## src/rtl/tcam_reg_cmd_rx.sv

```systemverilog
// Register-bus frame receiver: collects TCAM command frames word by word and decodes key/mask/action.
// Optional macro TCAM_RX_TIMEOUT_EN adds an inter-word idle timeout in COLLECT.
module tcam_reg_cmd_rx #(
   parameter int LOOK_UP_DATA_WIDTH = 144,
   parameter int ACTION_WIDTH       = 24,
   parameter int REG_ADDR_BUS_WIDTH = 8,
   parameter int REG_DATA_BUS_WIDTH = 16,
   parameter int TIMEOUT_CYCLES     = 255
) (
   input  logic                          clk,
   input  logic                          rst,
   input  logic                          i_reg_bus_we,
   input  logic [REG_ADDR_BUS_WIDTH-1:0] i_reg_bus_we_addr,
   input  logic [REG_DATA_BUS_WIDTH-1:0] i_reg_bus_we_din,
   input  logic                          i_reg_bus_we_din_v,
   output logic                          o_tcam_busy,
   output logic                          o_cmd_valid,
   input  logic                          i_cmd_ready,
   output logic [1:0]                    o_cmd_type,
   output logic [LOOK_UP_DATA_WIDTH-1:0] o_key_data,
   output logic [LOOK_UP_DATA_WIDTH-1:0] o_key_mask,
   output logic [ACTION_WIDTH-1:0]       o_action,
   input  logic                          i_err_clr,
   output logic [3:0]                    o_err_sticky
);
   localparam int FRAME_W   = 2 * (LOOK_UP_DATA_WIDTH + ACTION_WIDTH);
   localparam int NUM_WORDS = (FRAME_W + REG_DATA_BUS_WIDTH - 1) / REG_DATA_BUS_WIDTH;
   localparam int BUF_W     = NUM_WORDS * REG_DATA_BUS_WIDTH;
   localparam int CNT_W     = $clog2(NUM_WORDS + 1);

   typedef enum logic [1:0] {IDLE = 2'd0, COLLECT = 2'd1, DECODE = 2'd2, OUTPUT = 2'd3} state_t;

   state_t                          state_r, state_s;
   logic [CNT_W-1:0]                cnt_r, cnt_s;
   logic [1:0]                      type_r, type_s;
   logic [BUF_W-1:0]                frame_r;
   logic [FRAME_W-1:0]              frame_s;
   logic [LOOK_UP_DATA_WIDTH-1:0]   key_data_s, key_mask_s;
   logic [ACTION_WIDTH-1:0]         action_s;
   logic                            act_bad_s;
   logic [3:0]                      err_new_s;
   logic [1:0]                      addr_type_s;
   logic                            strobe_s, sub_ok_s, accept_s, timeout_s;

   assign addr_type_s = i_reg_bus_we_addr[7:6];
   assign strobe_s    = i_reg_bus_we && i_reg_bus_we_din_v;
   assign sub_ok_s    = (i_reg_bus_we_addr[5:0] == 6'd0);
   assign accept_s    = strobe_s && sub_ok_s && !o_tcam_busy && (addr_type_s != 2'b11);
   // Word 0 lands in the top of the shift buffer, so the frame sits MSB-aligned.
   assign frame_s     = frame_r[BUF_W-1 -: FRAME_W];

`ifdef TCAM_RX_TIMEOUT_EN
   localparam int TO_W = $clog2(TIMEOUT_CYCLES + 1);
   logic [TO_W-1:0] idle_cnt_r;

   // Idle-cycle counter between words of a frame.
   always_ff @(posedge clk or posedge rst) begin
      if (rst) begin
         idle_cnt_r <= '0;
      end else if ((state_r != COLLECT) || accept_s) begin
         idle_cnt_r <= '0;
      end else begin
         idle_cnt_r <= idle_cnt_r + TO_W'(1);
      end
   end

   assign timeout_s = (state_r == COLLECT) && !accept_s &&
                      (idle_cnt_r == TO_W'(TIMEOUT_CYCLES - 1));
`else
   assign timeout_s = 1'b0 & (TIMEOUT_CYCLES == 0);
`endif

   // Split the frame into key pairs (upper field) and action pairs (lower field).
   always_comb begin
      key_data_s = '0;
      key_mask_s = '0;
      action_s   = '0;
      act_bad_s  = 1'b0;
      for (int i = 0; i < LOOK_UP_DATA_WIDTH; i++) begin
         key_data_s[i] = frame_s[2*ACTION_WIDTH + 2*i];
         key_mask_s[i] = frame_s[2*ACTION_WIDTH + 2*i + 1];
      end
      for (int j = 0; j < ACTION_WIDTH; j++) begin
         action_s[j] = frame_s[2*j];
         act_bad_s   = act_bad_s | frame_s[2*j+1];
      end
   end

   // Next-state, word count, command type and new-error decode.
   always_comb begin
      state_s   = state_r;
      cnt_s     = cnt_r;
      type_s    = type_r;
      err_new_s = 4'b0000;
      err_new_s[0] = strobe_s && sub_ok_s && o_tcam_busy;
      err_new_s[3] = strobe_s && sub_ok_s && !o_tcam_busy && (addr_type_s == 2'b11);
      case (state_r)
         IDLE: begin
            if (accept_s) begin
               type_s  = addr_type_s;
               cnt_s   = CNT_W'(1);
               state_s = (NUM_WORDS == 1) ? DECODE : COLLECT;
            end else begin
               cnt_s = '0;
            end
         end
         COLLECT: begin
            if (accept_s && (addr_type_s != type_r)) begin
               err_new_s[1] = 1'b1;
               type_s       = addr_type_s;
               cnt_s        = CNT_W'(1);
            end else if (accept_s && (cnt_r == CNT_W'(NUM_WORDS - 1))) begin
               cnt_s   = '0;
               state_s = DECODE;
            end else if (accept_s) begin
               cnt_s = cnt_r + CNT_W'(1);
            end else if (timeout_s) begin
               err_new_s[1] = 1'b1;
               cnt_s        = '0;
               state_s      = IDLE;
            end else begin
               cnt_s = cnt_r;
            end
         end
         DECODE: begin
            err_new_s[2] = act_bad_s;
            state_s      = OUTPUT;
         end
         OUTPUT: begin
            if (i_cmd_ready) begin
               state_s = IDLE;
            end else begin
               state_s = OUTPUT;
            end
         end
         default: begin
            state_s = IDLE;
            cnt_s   = '0;
         end
      endcase
   end

   // State, frame buffer, decoded outputs and sticky error register.
   always_ff @(posedge clk or posedge rst) begin
      if (rst) begin
         state_r      <= IDLE;
         cnt_r        <= '0;
         type_r       <= 2'b00;
         frame_r      <= '0;
         o_tcam_busy  <= 1'b0;
         o_cmd_valid  <= 1'b0;
         o_cmd_type   <= 2'b00;
         o_key_data   <= '0;
         o_key_mask   <= '0;
         o_action     <= '0;
         o_err_sticky <= 4'b0000;
      end else begin
         state_r     <= state_s;
         cnt_r       <= cnt_s;
         type_r      <= type_s;
         o_tcam_busy <= (state_s == DECODE) || (state_s == OUTPUT);
         o_cmd_valid <= (state_s == OUTPUT);
         if (accept_s) begin
            frame_r <= {frame_r[BUF_W-REG_DATA_BUS_WIDTH-1:0], i_reg_bus_we_din};
         end
         if (state_r == DECODE) begin
            o_cmd_type <= type_r;
            o_key_data <= key_data_s;
            o_key_mask <= key_mask_s;
            o_action   <= action_s;
         end
         o_err_sticky <= (i_err_clr ? 4'b0000 : o_err_sticky) | err_new_s;
      end
   end
endmodule

```

## config.mk

```make
export PLATFORM = sky130hd
export DESIGN_NAME = tcam_reg_cmd_rx
export DESIGN_NICKNAME = d
export VERILOG_FILES = /design/src/rtl/tcam_reg_cmd_rx.sv
export SDC_FILE = /design/constraint.sdc
export NUM_CORES = 1
export LEC_CHECK = 0
export ABC_AREA = 1
export BUFFER_PORTS_ARGS = -buffer_cell sky130_fd_sc_hd__buf_2
export CAP_MARGIN = 20
export CORE_MARGIN = 5
export CORE_UTILIZATION = 45
export CTS_BUF_LIST = sky130_fd_sc_hd__clkbuf_16
export DETAILED_ROUTE_END_ITERATION = 8
export HOLD_SLACK_MARGIN = 0.06
export SETUP_SLACK_MARGIN = 0.4
export SYNTH_ARGS = -nofsm -noshare
export SYNTH_HDL_FRONTEND = slang
export SYNTH_SLANG_ARGS = --single-unit
```

## constraint.sdc

```tcl
create_clock -name clk -period 35.5 [get_ports clk]
set_input_delay 3.55 -clock clk [delete_from_list [all_inputs] [get_ports clk]]
set_output_delay 3.55 -clock clk [all_outputs]
set_load 0.01 [all_outputs]
```

; ---- Yosys cells after proc, flatten, opt, wreduce, memory -nomap -nowiden
; Index checks and enable logic that the tools add are counted.
[op_classes]
add_sub_neg = 1
n_mul = 0
n_div = 0
n_lt_le_gt_ge = 0
eq_ne = 12
shifts = 0
mux = 17
bitwise_logic = 24
reduce_logical = 15
[ops]
columns = op, count
row1 = $or A1 B1 Y1, 23
row2 = $mux W5, 3
row3 = $mux W2, 6
row4 = $eq A2 B2 Y1 const B, 5
row5 = $pmux W5 S2, 1
row6 = $logic_and A1 B1 Y1, 8
row7 = $pmux W2 S4, 1
row8 = $logic_not A6 Y1, 1
row9 = $ne A2 B2 Y1 const B, 3
row10 = $add A5 B1 Y5 const B, 1
row11 = $eq A5 B5 Y1 const B, 1
row12 = $mux W1, 4
row13 = $mux W4, 1
row14 = $ne A4 B4 Y1 const B, 1
row15 = $or A4 B4 Y4, 1
row16 = $pmux W2 S2, 1
row17 = $reduce_and A3 Y1, 1
row18 = $eq A2 B1 Y1 const B, 1
row19 = $logic_not A2 Y1, 1
row20 = $ne A2 B2 Y1, 1
row21 = $reduce_and A2 Y1, 1
row22 = $reduce_bool A2 Y1, 1
row23 = $logic_not A1 Y1, 1
row24 = $logic_or A1 B1 Y1, 1
[word_totals]
ff_bits = 665
latch_bits = 0
ram_bits = 0
mem_bits_ro = 0
in_bits = 30
n_memories = 0

; ---- Logic depth before layout (Yosys ltp)
[logic_depth]
ltp_word = 25
mapped_depth = 10

; ---- Worst setup path before layout
; OpenSTA, ideal clock, no wires.
[synth_path]
path_kind = input-to-reg
startpoint = input port i_reg_bus_we_addr[3]
endpoint = register frame_r[304]
setup_ps = 117
arrival_time_ps = 4518
required_time_ps = 35383
setup_slack_ps = 30865
cell_stages = 9
path_buffers = 3
cell_sequence = nor2_1 > nand2_1 > nor2_4 > nand3_2 > buf_6 > buf_6 > buf_2 > nand2_1 > o21ai_2
[synth_between]
elab_chain_len = 4
[synth_rtl]
columns = element, line
row1 = start: declaration, 13  ; input logic [REG_ADDR_BUS_WIDTH-1:0] i_reg_bus_we_addr,
row2 = $logic_not A6 Y1, 47  ; assign sub_ok_s = (i_reg_bus_we_addr[5:0] == 6'd0);
row3 = $logic_and A1 B1 Y1 (3 in series), 48  ; assign accept_s = strobe_s && sub_ok_s && !o_tcam_busy && (addr_type_s != 2'b11);
row4 = end signal: assignment, 164  ; frame_r <= {frame_r[BUF_W-REG_DATA_BUS_WIDTH-1:0], i_reg_bus_we_din};
row5 = end: declaration, 36  ; logic [BUF_W-1:0] frame_r;
; Every way passes these cells.
; A chain may end at the register's enable or synchronous reset.

; ---- Final worst setup path
[layout_path]
startpoint = input port i_reg_bus_we_addr[7]
endpoint = register frame_r[333]
[layout_between]
elab_chain_len = 2
[layout_rtl]
columns = element, line
row1 = $ne A2 B2 Y1, 48
row2 = $logic_and A1 B1 Y1, 48
; Every way passes these cells.

==> impl_metrics.toml <==
[logic_synthesis]
synth_xor_area_frac = 0
postSynthCellCount = 2549
synthAdderAreaFrac = 0.0009890
synth-compound-area-share = 0.1438
ys.warnings.count = 0
yosysTopAreaCellShare = 0.6577
synthMuxAreaShare = 0
synth-simple-area-share = 0.1149
ys_types = 26
async_reset_ff_frac = 1.000
syn-cell-area_um2 = 25300
synth-seq-cells = 665
synth_top_family_by_area = "compound AO/OA/AOI/OAI gates"
synth_edf_count = 0
synth_flop_cell = "dfrtp_1"
yosysTopAreaCell = "dfrtp_1"
synth_common_cells = "nand2_1 (717), dfrtp_1 (665), o21ai_0 (346)"
synth_seq_area_share = 0.6577
synth.most_common_cell = "nand2_1"
avgSynthCellArea_um2 = 9.927
synth_area_leaders = "dfrtp_1 (66%), nand2_1 (11%), o21ai_0 (6.8%), inv_1 (4.9%), o21ai_1 (3.8%)"
synth_nets = 2581

[sta]
tightest_slew_ns = 1.026
fmax_mhz = 145.0
fin_crit_sh = 0.1942
period_needed_ns = 6.894
timing.slew.headroom = 0.3161
maxSlewViolCount = 0
hold_violations = 0
rsz0062_at_grt = "no"
tns_ns = 0
skew_ns = 0.01748
setup_ws_ns = 28.61
finalSetupViolCount = 0

[clocking]
clock_sinks = 665
cts_resized = 0
clock_latency_ns = 0.60
clk_pin_slew_ns = 0.06
hold_buffers = 0
cts_setup_buffers = 0
root_buffer = "clkbuf_16"
cts_max_path_buffers = 3
numCtsBuffers = 70
cts_tree = "yes"
htreeDepth = 3

[worst_setup_path]
crit_slowest_cell = "buf_4"
crit_path_max_fanout = 111
start_kind = "primary input"
critical-path-top-delay-family = "buffers and inverters"
path_common_cell = "buf_4"
cp-startpoint = "i_reg_bus_we_addr[7]"
crit_type = "primary input to flop"
worstPathRequired_ns = 36.00
arrival_ns = 7.39
cp_slowest_stage_delay_ns = 0.89
path_buf_inv = 4
cp-end-kind = "flop"
path_cells = "buf_2, nand2_1, nand3_4, buf_4, buf_4, buf_4, nand2_1, o21ai_2"
timing.rr.start = "o_tcam_busy$_DFF_PP0_"

[run]
max_cap_violations = 0

[cells_and_area]
drive_gt1_frac = 0.1936
area_growth_pct = 16.85
fin_area_um2 = 29570
antenna_cells = 0
nets = 2880
final_cells = 3654

[routing]
drt-pass1-iter-count = 5
drcViolationCount = 0
antenna_left = 0
vias_per_cell = 4.819
first_iter_violations = 1211
vias = 17607
wl_per_cell_um = 16.85
routed_wirelength_mm = 61.58

[pwr]
finalPower_mw = 1.503
power.density_nw_per_um2 = 50.83
ir_drop_mv = 0.03560
p_leak_nw = 14.23

[global_routing]
track_usage = 0.2006
grt_start_max_net_pins = 205
antenna_found_initial = 0
grt.overflow.total = 0
grt_pass1_vias = 17542
grt_pass1_wl_mm = 97.06

[placement]
dp_slack_ns = 28.02
placed_area_um2 = 27320
gp_congestion = 0.8310
hpwl_mm = 42.28
placedCellCount = 3526
numPortBuffers = 349

[die]
core_um2 = 56060
die_height_um = 247.1
die_w_um = 247.1
start_util = 0.4514
die_area_um2 = 61070
rows = 87
io_pins = 350

[run_status]
status = "finished, final reports clean"

[min_path]
hold_path.class = "flop to flop"
hold_start = "o_key_mask[139]$_DFFE_PP0P_"
[worst paths after layout]
kind	endpoint	slack, ns	cells after the start
setup / recovery	frame_r[333]$_DFFE_PP0P_	28.61	8
hold / removal	o_key_mask[139]$_DFFE_PP0P_	0.46	2
max in group asynchronous	frame_r[308]$_DFFE_PP0P_	30.16	6
hold reg to reg	o_key_mask[139]$_DFFE_PP0P_	0.46	2
min in group asynchronous	o_key_mask[53]$_DFFE_PP0P_	2.97	2
setup reg to reg	frame_r[333]$_DFFE_PP0P_	31.35	7
[state kept, by name, summed over array words and instances (netlist names)]
signal	cells
o_cmd_valid	1
frame_r	336
state_r	2
o_err_sticky	4
o_key_data	144
o_key_mask	144
o_cmd_type	2
cnt_r	5
o_tcam_busy	1
o_action	24
type_r	2
[per-stage QoR]
| step | hold slack (ns) | util |
|---|---|---|
| 3_3_place_gp | 0.4492 | 0.4874 |
| 2_1_floorplan | 0.4493 | - |
| 6_report | 0.4631 | 0.5274 |
| 3_5_place_dp | 0.4547 | 0.4874 |
| 5_1_grt | 0.4903 | 0.5274 |
| 4_1_cts | 0.4692 | 0.5245 |
[layout make-up]
class | count | area [µm²]
clock buffer | 73 | 1827
tap | 756 | 945.9
fill | 5148 | 26490
multi-input combinational | 1408 | 6579
inverter | 334 | 1269
sequential | 665 | 16640
timing repair buffer | 369 | 2054
clock inverter | 49 | 250.2
[per-layer routing]
metal,GRT usage,wire (µm),up-vias
li1,-,-,8633
met1,0.2615,26050,8489
met2,0.3329,30010,389
met3,0.04702,3842,96
met4,0.06810,1682,0
met5,0,0,-
[layout by cell type, fill, tap and decap left out]
cell type  instances
nand2_1          717
dfrtp_1          665
buf_2            349
inv_1            347
o21ai_0          346
o21ai_1          193
o21ai_2          100
clkbuf_16         73
clkinv_1          22
nor2_1            19
buf_4             11
nand4_1           10
clkinv_2           6
buf_16             6
a21oi_1            4
inv_6              4
nand3_1            3
o22ai_1            3
buf_12             3
nor4_1             2
o21bai_1           2
inv_8              2
nor2_4             2
ha_1               2
nand3b_1           1
nor3b_1            1
or2_2              1
nand3_4            1
o211ai_2           1
clkinv_8           1
bufinv_16          1
[worst register-to-register path, stage by stage (launching register included)]
cell and delay (ns):
dfrtp_1 0.37, inv_1 0.14, nand3_4 0.60, buf_4 0.90, buf_4 0.83, buf_4 0.94, nand2_1 0.17, o21ai_2 0.10
[kinds of logic after synthesis]
family,Yosys count
adders and majority gates,2
AOI/OAI and AO/OA,649
and+or+nand+nor,757
buffers and inverters,476
DFF,665
[power breakdown]
part           internal, mW  total (mW)  switching [mW]
Clock                 0.378       0.670           0.292
Combinational        0.0153      0.0542          0.0390
Sequential            0.771       0.779         0.00771
Total                  1.16        1.50           0.338
Power figures use the tool's default switching activity.
